[config.mk]
export PLATFORM = sky130hd
export DESIGN_NAME = csa_accum_ctrl
export DESIGN_NICKNAME = d
export VERILOG_FILES = /design/src/rtl/csa_accum_pkg.sv /design/src/rtl/csa3_stage.sv /design/src/rtl/csa_accum_ctrl.sv
export SDC_FILE = /design/constraint.sdc
export NUM_CORES = 1
export LEC_CHECK = 0
export CORE_MARGIN = 1
export CORE_UTILIZATION = 48
export CTS_CLUSTER_SIZE = 16
export DETAILED_ROUTE_END_ITERATION = 10
export PLACE_DENSITY = 0.71
export SKIP_CTS_REPAIR_TIMING = 1
export SYNTH_ARGS = -nofsm -noshare
export SYNTH_HDL_FRONTEND = slang
export SYNTH_HIERARCHICAL = 1
export SYNTH_SLANG_ARGS = --single-unit
[constraint.sdc]
create_clock -name clk -period 2.53 [get_ports clk]
set_clock_uncertainty 0.1 [all_clocks]
set_input_delay 0.506 -clock clk [delete_from_list [all_inputs] [get_ports clk]]
set_output_delay 0.506 -clock clk [all_outputs]
set_load 0.02 [all_outputs]
[src/rtl/csa_accum_pkg.sv]
// ---------------------------------------------------------------------------
// csa_accum_pkg
//   Shared definitions for the carry-save accumulator controller:
//   - default operand / count widths
//   - FSM state encoding (IDLE/LOAD/RESOLVE/DONE, 2 bits)
// ---------------------------------------------------------------------------
package csa_accum_pkg;

  localparam int WIDTH_DEF = 8;
  localparam int CNT_W_DEF = 4;

  typedef enum logic [1:0] {
    ST_IDLE    = 2'd0,
    ST_LOAD    = 2'd1,
    ST_RESOLVE = 2'd2,
    ST_DONE    = 2'd3
  } state_t;

endpackage

[src/rtl/csa3_stage.sv]
// ---------------------------------------------------------------------------
// csa3_stage
//   Purely combinational W-bit 3:2 compressor (bitwise full adders).
//   Ports:
//     a, b, c  in   W  three addends
//     sum      out  W  bitwise XOR of the addends (weight 1)
//     carry    out  W  bitwise majority (weight 2, NOT shifted here)
//   a + b + c == sum + (carry << 1) for the full-precision result.
// ---------------------------------------------------------------------------
module csa3_stage #(
  parameter int W = 12
) (
  input  logic [W-1:0] a,
  input  logic [W-1:0] b,
  input  logic [W-1:0] c,
  output logic [W-1:0] sum,
  output logic [W-1:0] carry
);

  assign sum   = a ^ b ^ c;
  assign carry = (a & b) | (a & c) | (b & c);

endmodule

[src/rtl/csa_accum_ctrl.sv]
// ---------------------------------------------------------------------------
// csa_accum_ctrl
//   Sums a run of num_ops unsigned operands with a carry-save stage; the
//   redundant (S, C) pair is resolved by one carry-propagate add at the end.
//   Configuration macro: CSA_ACCUM_ABORT_EN (adds the abort input).
//   Ports:
//     clk        in   1      rising-edge clock
//     reset      in   1      asynchronous active-low reset
//     start      in   1      begin a run (sampled in IDLE only)
//     num_ops    in   CNT_W  operand count, latched with start
//     abort      in   1      (CSA_ACCUM_ABORT_EN only) drop run in LOAD/RESOLVE
//     in_valid   in   1      operand valid
//     in_ready   out  1      operand accepted on in_valid && in_ready
//     in_data    in   WIDTH  operand, unsigned
//     out_valid  out  1      result valid, held until out_ready
//     out_ready  in   1      consumer accepts result
//     out_sum    out  ACC_W  result, unsigned (ACC_W = WIDTH + CNT_W)
//     busy       out  1      high in every state except IDLE
// ---------------------------------------------------------------------------
module csa_accum_ctrl
  import csa_accum_pkg::*;
#(
  parameter int WIDTH = WIDTH_DEF,
  parameter int CNT_W = CNT_W_DEF
) (
  input  logic                   clk,
  input  logic                   reset,
  input  logic                   start,
  input  logic [CNT_W-1:0]       num_ops,
`ifdef CSA_ACCUM_ABORT_EN
  input  logic                   abort,
`endif
  input  logic                   in_valid,
  output logic                   in_ready,
  input  logic [WIDTH-1:0]       in_data,
  output logic                   out_valid,
  input  logic                   out_ready,
  output logic [WIDTH+CNT_W-1:0] out_sum,
  output logic                   busy
);

  localparam int ACC_W = WIDTH + CNT_W;

  state_t           state_q, state_d;
  logic [ACC_W-1:0] s_q, c_q;
  logic [ACC_W-1:0] csa_sum, csa_carry;
  logic [CNT_W-1:0] count_q;
  logic             abort_hit;

  // At most 2**CNT_W-1 operands of WIDTH bits always fit in ACC_W bits, so
  // S + 2*C < 2**ACC_W and the MSB of C is always 0: shifting C left within
  // ACC_W bits loses nothing.
  csa3_stage #(.W(ACC_W)) u_csa (
    .a     (s_q),
    .b     (c_q << 1),
    .c     ({{CNT_W{1'b0}}, in_data}),
    .sum   (csa_sum),
    .carry (csa_carry)
  );

`ifdef CSA_ACCUM_ABORT_EN
  assign abort_hit = abort && ((state_q == ST_LOAD) || (state_q == ST_RESOLVE));
`else
  assign abort_hit = 1'b0;
`endif

  // NOTE: state registers use non-blocking (<=) so every flop samples the
  // pre-edge values; blocking here would create order-dependent races.
  always_ff @(posedge clk or negedge reset) begin
    if (!reset) state_q <= ST_IDLE;
    else        state_q <= state_d;
  end

  // NOTE: state_d gets its default first so no path leaves it unassigned;
  // a missing default in always_comb would infer a latch.
  always_comb begin
    state_d = state_q;
    unique case (state_q)
      ST_IDLE:    if (start) state_d = (num_ops == '0) ? ST_DONE : ST_LOAD;
      ST_LOAD:    if (in_valid && (count_q == CNT_W'(1))) state_d = ST_RESOLVE;
      ST_RESOLVE: state_d = ST_DONE;
      ST_DONE:    if (out_ready) state_d = ST_IDLE;
      default:    state_d = ST_IDLE;
    endcase
    if (abort_hit) state_d = ST_IDLE;
  end

  // Datapath. out_sum is only written when a result is produced (or a zero-
  // operand run starts), so it is stable for the whole DONE state.
  always_ff @(posedge clk or negedge reset) begin
    if (!reset) begin
      s_q     <= '0;
      c_q     <= '0;
      count_q <= '0;
      out_sum <= '0;
    end else if (abort_hit) begin
      s_q <= '0;
      c_q <= '0;
    end else begin
      unique case (state_q)
        ST_IDLE: begin
          if (start) begin
            s_q     <= '0;
            c_q     <= '0;
            count_q <= num_ops;
            if (num_ops == '0) out_sum <= '0;
          end
        end
        ST_LOAD: begin
          if (in_valid) begin
            s_q     <= csa_sum;
            c_q     <= csa_carry;
            count_q <= count_q - CNT_W'(1);
          end
        end
        ST_RESOLVE: out_sum <= s_q + (c_q << 1);
        default: ;
      endcase
    end
  end

  assign in_ready  = (state_q == ST_LOAD);
  assign out_valid = (state_q == ST_DONE);
  assign busy      = (state_q != ST_IDLE);

endmodule

=== Word level (Yosys, flattened, before mapping) ===
Cells that the tools add are included.

* Register bits after elaboration: 41
* Output and inout port bits: 15
* Logic and storage cells: 48

* $add $sub $neg: 2
* Reductions and logical operators: 9
* Bitwise logic cells: 7
* Muxes and demuxes: 16
* Eq/ne operators: 9

{| class="wikitable"
|+ Operators by type and width
! cell !! count
|-
| $mux W12 || 4
|-
| $pmux W12 S2 || 2
|-
| $and A11 B8 Y11 || 2
|-
| $or A11 B11 Y11 || 2
|-
| $pmux W11 S2 || 1
|-
| $add A12 B12 Y12 || 1
|-
| $xor A12 B12 Y12 || 1
|-
| $xor A12 B8 Y12 || 1
|-
| $and A11 B11 Y11 || 1
|-
| $mux W11 || 1
|-
| $reduce_and A3 Y1 || 3
|-
| $mux W2 || 4
|-
| $mux W4 || 2
|-
| $pmux W2 S4 || 1
|-
| $pmux W4 S2 || 1
|-
| $ne A2 B2 Y1 const B || 3
|-
| $reduce_bool A2 Y1 || 3
|-
| $eq A2 B2 Y1 const B || 2
|-
| $eq A4 B1 Y1 const B || 1
|-
| $logic_not A4 Y1 || 1
|-
| $ne A2 B1 Y1 const B || 2
|-
| $sub A4 B1 Y4 const B || 1
|-
| $eq A2 B1 Y1 const B || 1
|-
| $logic_not A2 Y1 || 1
|-
| $logic_and A1 B1 Y1 || 1
|}

=== Logic depth before layout (Yosys ltp) ===
Gate-level depths: netlist (run 1).

* Depth after elaboration: 5
* Gate-level depth with buffers: 8

=== Cells and area by module ===
Netlist (run 1), hierarchy kept.

{| class="wikitable"
|+ By module, submodules not included
! module !! times used !! cells each !! area each (um^2)
|-
| csa_accum_ctrl || 1 || 236 || 2,208.4
|-
| csa3_stage || 1 || 12 || 240.2
|}

=== Worst setup path after synthesis (run 1) ===
OpenSTA, ideal clock, no wires.

* Kind: register -> register
* Start point: register s_q[1]
* End point: register out_sum[11]
* Setup slack: 449 ps
* Library setup time: 121 ps
* Data required time: 2,309 ps
* Cell stages (with the launch flop): 8
* Data arrival time: 1,860 ps
* Cell sequence: dfrtp_1 ha_1 fa_1 a21oi_1 o211ai_1 a311oi_1 xnor2_1 a22o_1

* Longest elaborated chain between the ends: 2

{| class="wikitable"
|+ RTL lines
! element !! line !! text
|-
| start: declaration || csa_accum_ctrl.sv:45 || <nowiki>logic [ACC_W-1:0] s_q, c_q;</nowiki>
|-
| start signal: assignment || csa_accum_ctrl.sv:111 || <nowiki>s_q <= csa_sum;</nowiki>
|-
| $add A12 B12 Y12 || csa_accum_ctrl.sv:116 || <nowiki>ST_RESOLVE: out_sum <= s_q + (c_q << 1);</nowiki>
|-
| $pmux W12 S2 || csa_accum_ctrl.sv:100 || <nowiki>unique case (state_q)</nowiki>
|-
| end signal: assignment || csa_accum_ctrl.sv:116 ||
|-
| end: declaration || csa_accum_ctrl.sv:38 || <nowiki>output logic [WIDTH+CNT_W-1:0] out_sum,</nowiki>
|}

No other way between the ends.
A chain may end at the register's enable or synchronous reset.

=== Final worst setup path (run 1) ===
* Start point: register state_q[0]
* End point: output port busy

* Longest elaborated chain between the ends: 1

{| class="wikitable"
|+ RTL lines
! element !! line !! text
|-
| start: declaration || csa_accum_ctrl.sv:44 || <nowiki>state_t state_q, state_d;</nowiki>
|-
| start signal: assignment || csa_accum_ctrl.sv:71 || <nowiki>else state_q <= state_d;</nowiki>
|-
| $reduce_bool A2 Y1 || csa_accum_ctrl.sv:124 || <nowiki>assign busy = (state_q != ST_IDLE);</nowiki>
|-
| end: declaration || csa_accum_ctrl.sv:39 || <nowiki>output logic busy</nowiki>
|}

No other way between the ends.

==> results_dict.tcl, run 1 <==
set metrics [dict create \
    hold_viol 0 \
    finalCriticalPeriod_ns 2.40 \
    cp_top_family "buffers and inverters" \
    synth_adder_area_share 0.193 \
    synth_top_family_by_area "adder cells" \
    syn_inst 248 \
    num_vias 1825 \
    ant_nets 0 \
    rsz0062_at_grt "false" \
    drc_errors 0 \
    end_kind "output port" \
    cts-root-buf "clkbuf_8" \
    drive_gt1_frac 0.0662 \
    grt_max_degree 31 \
    drtIter0Drc 110 \
    syn_area_um2 2450 \
    fillers 425 \
    min_period_over_period 0.948 \
    cp_slowest_stage_delay_ns 0.62 \
    maxCapViolations 0 \
    drt_first_pass_iters 4 \
    rows 25 \
    cp_num_buf_inv 3 \
    hp-class "flop to flop" \
    die_h_um 73.4 \
    core_region_area_um2 4820 \
    vias_per_cell 5.16 \
    cp.arrival_ns 1.79 \
    grt_pass1_vias 1757 \
    start_util 0.508 \
    cts_sinks 41 \
    antenna_found_initial 0 \
    worstPathRequired_ns 1.92 \
    cts_max_path_buffers 2 \
    power_density_nw_per_um2 993 \
    track_usage 0.212 \
    final_util 0.614 \
    ys_types 37 \
    grtUsageMet2 0.307 \
    grt_busiest_layer "met1" \
    fp.dieW_um 73.4 \
    worstHoldPathCells 2 \
    setup_viol 0 \
    status "completed" \
    path_depth 4 \
    postSynthAreaPerCell_um2 9.87 \
    slowest_stage "clkdlybuf4s50_1" \
    critPathLaunchType "flop" \
    die_area_um2 5390 \
    io_pins 32 \
    cts_max_level 2 \
    cp_max_fo 5 \
    fin_ws_ns 0.131 \
    wire_per_inst_um 13.5 \
    dp_hpwl_um 3590 \
    cts_buffers 5 \
    yosysSeqAreaShare 0.419 \
    gp_congestion 0.766 \
    synth-compound-area-share 0.129 \
    routed_wirelength_um 4770 \
    synthXorXnorAreaFrac 0.0286 \
    ir_drop_mv 0.607 \
    area_growth_syn_to_layout_pct 20.7 \
    path_clk_slew_ns 0.07 \
    synthMuxAreaShare 0.0123 \
    port_buffers 31 \
    cp_common_cell "inv_1" \
    synthSimpleGateAreaFrac 0.184 \
    synth-seq-cells 41 \
    rr_worst_depth 7 \
    cts_tree "done" \
    crit_path_cell_trace "inv_1 > ha_1 > inv_1 > clkdlybuf4s50_1" \
    fin_setup_tns_ns 0 \
    report.final.slew_viol_count 0 \
    dp_slack_ns 0.314 \
    p_leak_uw 0.00148 \
    overflow 0 \
    fin_nets 333 \
    crit_type "flop to output port" \
    use_met1 0.309 \
    use_met3 0.0494 \
    grt_pass1_wl_um 8470 \
    fmax_ghz 0.417 \
    ys_warn_count 6 \
    n_antenna_cell 0 \
    clk_latency_ns 0.30 \
]
==> cells in the mapped netlist <==
cell type  count  share of area
mux2i_1        3          0.012
o22ai_1        2         0.0051
o31ai_1        3         0.0092
a22o_1         7          0.025
or4_1          1         0.0031
a41oi_1        1         0.0036
nand4_1        2         0.0051
fa_1          13           0.11
o21bai_1       1         0.0031
nand2_1       55          0.084
conb_1         1         0.0015
a211oi_1       1         0.0031
and4_1         1         0.0036
clkbuf_1       6         0.0092
inv_1         10          0.015
o211ai_1       2         0.0061
a311oi_1       1         0.0036
nor4_2         1         0.0051
a21oi_4        1         0.0066
ha_1          17          0.087
a221oi_1       1         0.0036
dfrtp_1       41           0.42
nor3_1         1         0.0020
nor2_1         5         0.0077
or3_1          2         0.0051
nor2b_1        2         0.0051
a21oi_1        7          0.014
o21ai_0       10          0.020
or2_2          2         0.0051
nand3_1       27          0.055
xor2_1         5          0.018
a32o_1         2         0.0082
a31oi_1        3         0.0077
buf_2          4         0.0082
xnor2_1        3          0.011
a21o_1         3         0.0092
nor2_2         1         0.0026
==> placed cells by master (no fill, tap or decap), types with 2 or more instances in the layout <==
master,synthesis,routed
a32o_1,2,2
fa_1,13,13
dfrtp_1,41,41
nor2_1,5,4
o211ai_1,2,2
mux2i_1,3,3
o21ai_0,10,10
inv_1,10,10
xnor2_1,3,3
a21oi_1,7,7
conb_1,1,5
a31oi_1,3,3
buf_4,0,4
or3_1,2,2
a22o_1,7,7
nand2_1,55,55
nor2b_1,2,2
clkbuf_8,0,5
nor2_2,1,2
nand4_1,2,2
or2_2,2,2
o22ai_1,2,2
nand3_1,27,27
a21o_1,3,3
xor2_1,5,5
o31ai_1,3,3
ha_1,17,17
clkdlybuf4s50_1,0,30
clkinv_2,0,2
==> routing by layer <==
layer	share of wire	vias up
li1	-	933
met1	0.51	851
met2	0.44	34
met3	0.033	7
met4	0.017	0
met5	0	-
==> per-stage QoR <==
stage | instances | instance area, um^2 | power [uW] | hold slack [ns]
global placement | 345 | 2860 | 2510 | 0.235
floorplan | 252 | 2460 | 2010 | 0.110
global route | 354 | 2960 | 3180 | 0.419
CTS | 353 | 2950 | 2960 | -0.0890
finish | 354 | 2960 | 2930 | 0.387
detailed placement | 345 | 2860 | 2540 | 0.242
==> path summary, 6_finish.rpt <==
path	start	end	slack, ns
worst max-delay path	state_q[0]	busy	0.13
worst min-delay path	out_sum[5]	out_sum[5]	0.39
worst max register to register	s_q[1]	out_sum[11]	0.33
worst min register to register	out_sum[5]	out_sum[5]	0.39
max in group asynchronous	reset	out_sum[4]	1.38
min in group asynchronous	reset	count_q[0]	0.45
==> worst reg2reg max path: stages, from the launching register on <==
cell and delay, ns:
dfrtp_1 0.42, ha_1 0.24, fa_1 0.40, a21oi_1 0.21, o211ai_1 0.15, a311oi_1 0.30
xnor2_1 0.10, a22o_1 0.20
==> flip-flops by register name (all words and copies together) (netlist names) <==
signal   flops
state_q      2
c_q         11
s_q         12
count_q      4
out_sum     12
==> power breakdown <==
part	internal (uW)	leakage, uW	switching [uW]
combinational	619	0.000887	868
sequential	855	0.000550	173
clock	191	0.0000450	228
total	1670	0.00148	1270
==> cell families after synthesis <==
family | Yosys count
AND/OR/NAND/NOR | 100
AO/OA/AOI/OAI | 45
flip-flops | 41
adder cells (fa/ha/maj) | 30
buffers and inverters | 20
XOR/XNOR | 8
multiplexers | 3
other | 1
==> final cells by class <==
class	count	area (um^2)	share of cell area
timing repair buffer	37	365	0.124
clock buffer	6	72.6	0.0246
sequential	41	1030	0.347
inverter	10	37.5	0.0127
clock inverter	2	10.0	0.00339
tap	67	83.8	0.0284
multi-input combinational	191	1360	0.460
Power figures use the tool's default switching activity.
==> run 2: changes to the inputs <==
--- a/config.mk
+++ b/config.mk
@@ -6,10 +6,10 @@
 export NUM_CORES = 1
 export LEC_CHECK = 0
 export CORE_MARGIN = 1
-export CORE_UTILIZATION = 48
+export CORE_UTILIZATION = 23
 export CTS_CLUSTER_SIZE = 16
 export DETAILED_ROUTE_END_ITERATION = 10
-export PLACE_DENSITY = 0.71
+export MAX_ROUTING_LAYER = met4
 export SKIP_CTS_REPAIR_TIMING = 1
 export SYNTH_ARGS = -nofsm -noshare
 export SYNTH_HDL_FRONTEND = slang
==> run 2 against run 1 <==
Against the previous run: global-route usage down 10 points; die area up 110%; critical endpoint unchanged; clock power up 36%; sequential share of layout area down 1.3 points; wire length up 11%; register-to-register slack about the same; first-iteration DRC count down 26%; count of clock-buffer cells in the layout unchanged; cell area up 3.9%; fmax up 1.4%.
==> results_dict.tcl, run 2 (synthesized netlist as in run 1, its figures left out) <==
set metrics [dict create \
    track_usage 0.112 \
    core_region_area_um2 10300 \
    die_area_um2 11100 \
    grt_pass1_wl_um 9590 \
    dp_slack_ns 0.292 \
    cts_max_path_buffers 2 \
    cp_max_fo 5 \
    setup_viol 0 \
    fin_nets 332 \
    layout_common_cells "55 x nand2_1, 41 x dfrtp_1, 30 x clkdlybuf4s50_1, 27 x nand3_1, 17 x ha_1" \
    reg_top3 "out_sum x12, s_q x12, c_q x11" \
    drt_first_pass_iters 4 \
    io_pins 32 \
    drive_gt1_frac 0.0699 \
    rsz0062_at_grt "false" \
    cp_slowest_stage_delay_ns 0.61 \
    cts_max_level 2 \
    overflow 0 \
    fmax_ghz 0.422 \
    final_common_cell "nand2_1" \
    fin_ws_ns 0.163 \
    slowest_stage "clkdlybuf4s50_1" \
    wire_per_inst_um 12.5 \
    worstPathRequired_ns 1.92 \
    vias_per_cell 4.41 \
    report.final.slew_viol_count 0 \
    grt_max_degree 24 \
    fp.dieW_um 105 \
    maxCapViolations 0 \
    end_kind "output port" \
    cts_sinks 41 \
    ir_drop_mv 0.326 \
    port_buffers 31 \
    post-route-cell-area_um2 3070 \
    cts_buffers 5 \
    grt_pass1_vias 1936 \
    dp_hpwl_um 4070 \
    hp-class "primary input to async pin" \
    drc_errors 0 \
    cp_common_cell "inv_1" \
    gp_congestion 0.749 \
    worstReg2RegStart "s_q[1]" \
    finalCriticalPeriod_ns 2.37 \
    hold_viol 0 \
    ant_nets 0 \
    cts_tree "done" \
    fin_setup_tns_ns 0 \
    crit_path_cell_trace "inv_1 > ha_1 > inv_1 > clkdlybuf4s50_1" \
    antenna_found_initial 0 \
    drtIter0Drc 81 \
    cp.arrival_ns 1.76 \
    min_period_over_period 0.936 \
    startpoint "state_q[1]" \
    area_growth_syn_to_layout_pct 25.3 \
    rows 37 \
    cts-root-buf "clkbuf_8" \
    routed_wirelength_um 5290 \
    status "completed" \
    finalPower_uw 3110 \
    crit_type "flop to output port" \
    start_util 0.237 \
    n_antenna_cell 0 \
    power_density_nw_per_um2 1010 \
    die_h_um 105 \
    r2r_slack_ns 0.32 \
    p_leak_uw 0.00149 \
    critPathLaunchType "flop" \
    num_vias 1860 \
    path_clk_slew_ns 0.08 \
    clk_latency_ns 0.30 \
    place_area_um2 2950 \
]
==> run 2: cell types whose count changed in the layout (fill, tap and decap cells not counted), sizes merged <==
cell,delta
clkinv,-2
bufinv,+1
clkinvlp,+1
dlygate4sd3,-1
==> run 2: stage by stage <==
step,hold WS (ns),std cells,utilization
finish,0.0462,422,0.297
global route,0.0785,422,0.297
CTS,0.0551,422,0.297
detailed placement,0.382,414,0.286
global placement,0.374,414,0.286
floorplan,0.110,252,-
==> run 2: area by class of cell <==
cell class / instances / area, um^2
Inverter: 10 / 37.5
Fill cell: 1073 / 7250
Sequential cell: 41 / 1030
Clock buffer: 6 / 82.6
Clock inverter: 2 / 37.5
Multi-Input combinational cell: 191 / 1360
Timing Repair Buffer: 36 / 355
Tap cell: 136 / 170
==> run 2: final timing paths <==
check	endpoint	cells past startpoint
setup / recovery	busy	4
hold / removal	count_q[0]	1
setup reg to reg	out_sum[11]	7
hold reg to reg	out_sum[4]	2
max in group asynchronous	s_q[2]	2
min in group clk	out_sum[4]	2
==> run 2: power breakdown <==
part / internal [uW] / switching (uW) / total [uW]
Combinational: 626 / 881 / 1510
Clock: 321 / 249 / 570
Sequential: 855 / 176 / 1030
==> run 2: routing by layer <==
metal	up-vias	wire (um)	track usage
li1	929	-	-
met1	899	2520	0.137
met2	24	2520	0.180
met3	8	134	0.0212
met4	0	111	0.0483
met5	-	0	-
==> run 2: worst max-delay path, delay by kind of cell, from the launching register on <==
kind,cells,cell delay [ns]
buffers and inverters,3,0.82
DFF,1,0.40
adders and majority gates,1,0.24
==> run 3: changes to the inputs <==
--- a/config.mk
+++ b/config.mk
@@ -11,6 +11,7 @@
 export DETAILED_ROUTE_END_ITERATION = 10
 export MAX_ROUTING_LAYER = met4
 export SKIP_CTS_REPAIR_TIMING = 1
+export SKIP_LAST_GASP = 1
 export SYNTH_ARGS = -nofsm -noshare
 export SYNTH_HDL_FRONTEND = slang
 export SYNTH_HIERARCHICAL = 1
==> results of run 3 <==
Same layout as run 2: the final DEF is identical, and so are final timing and power.
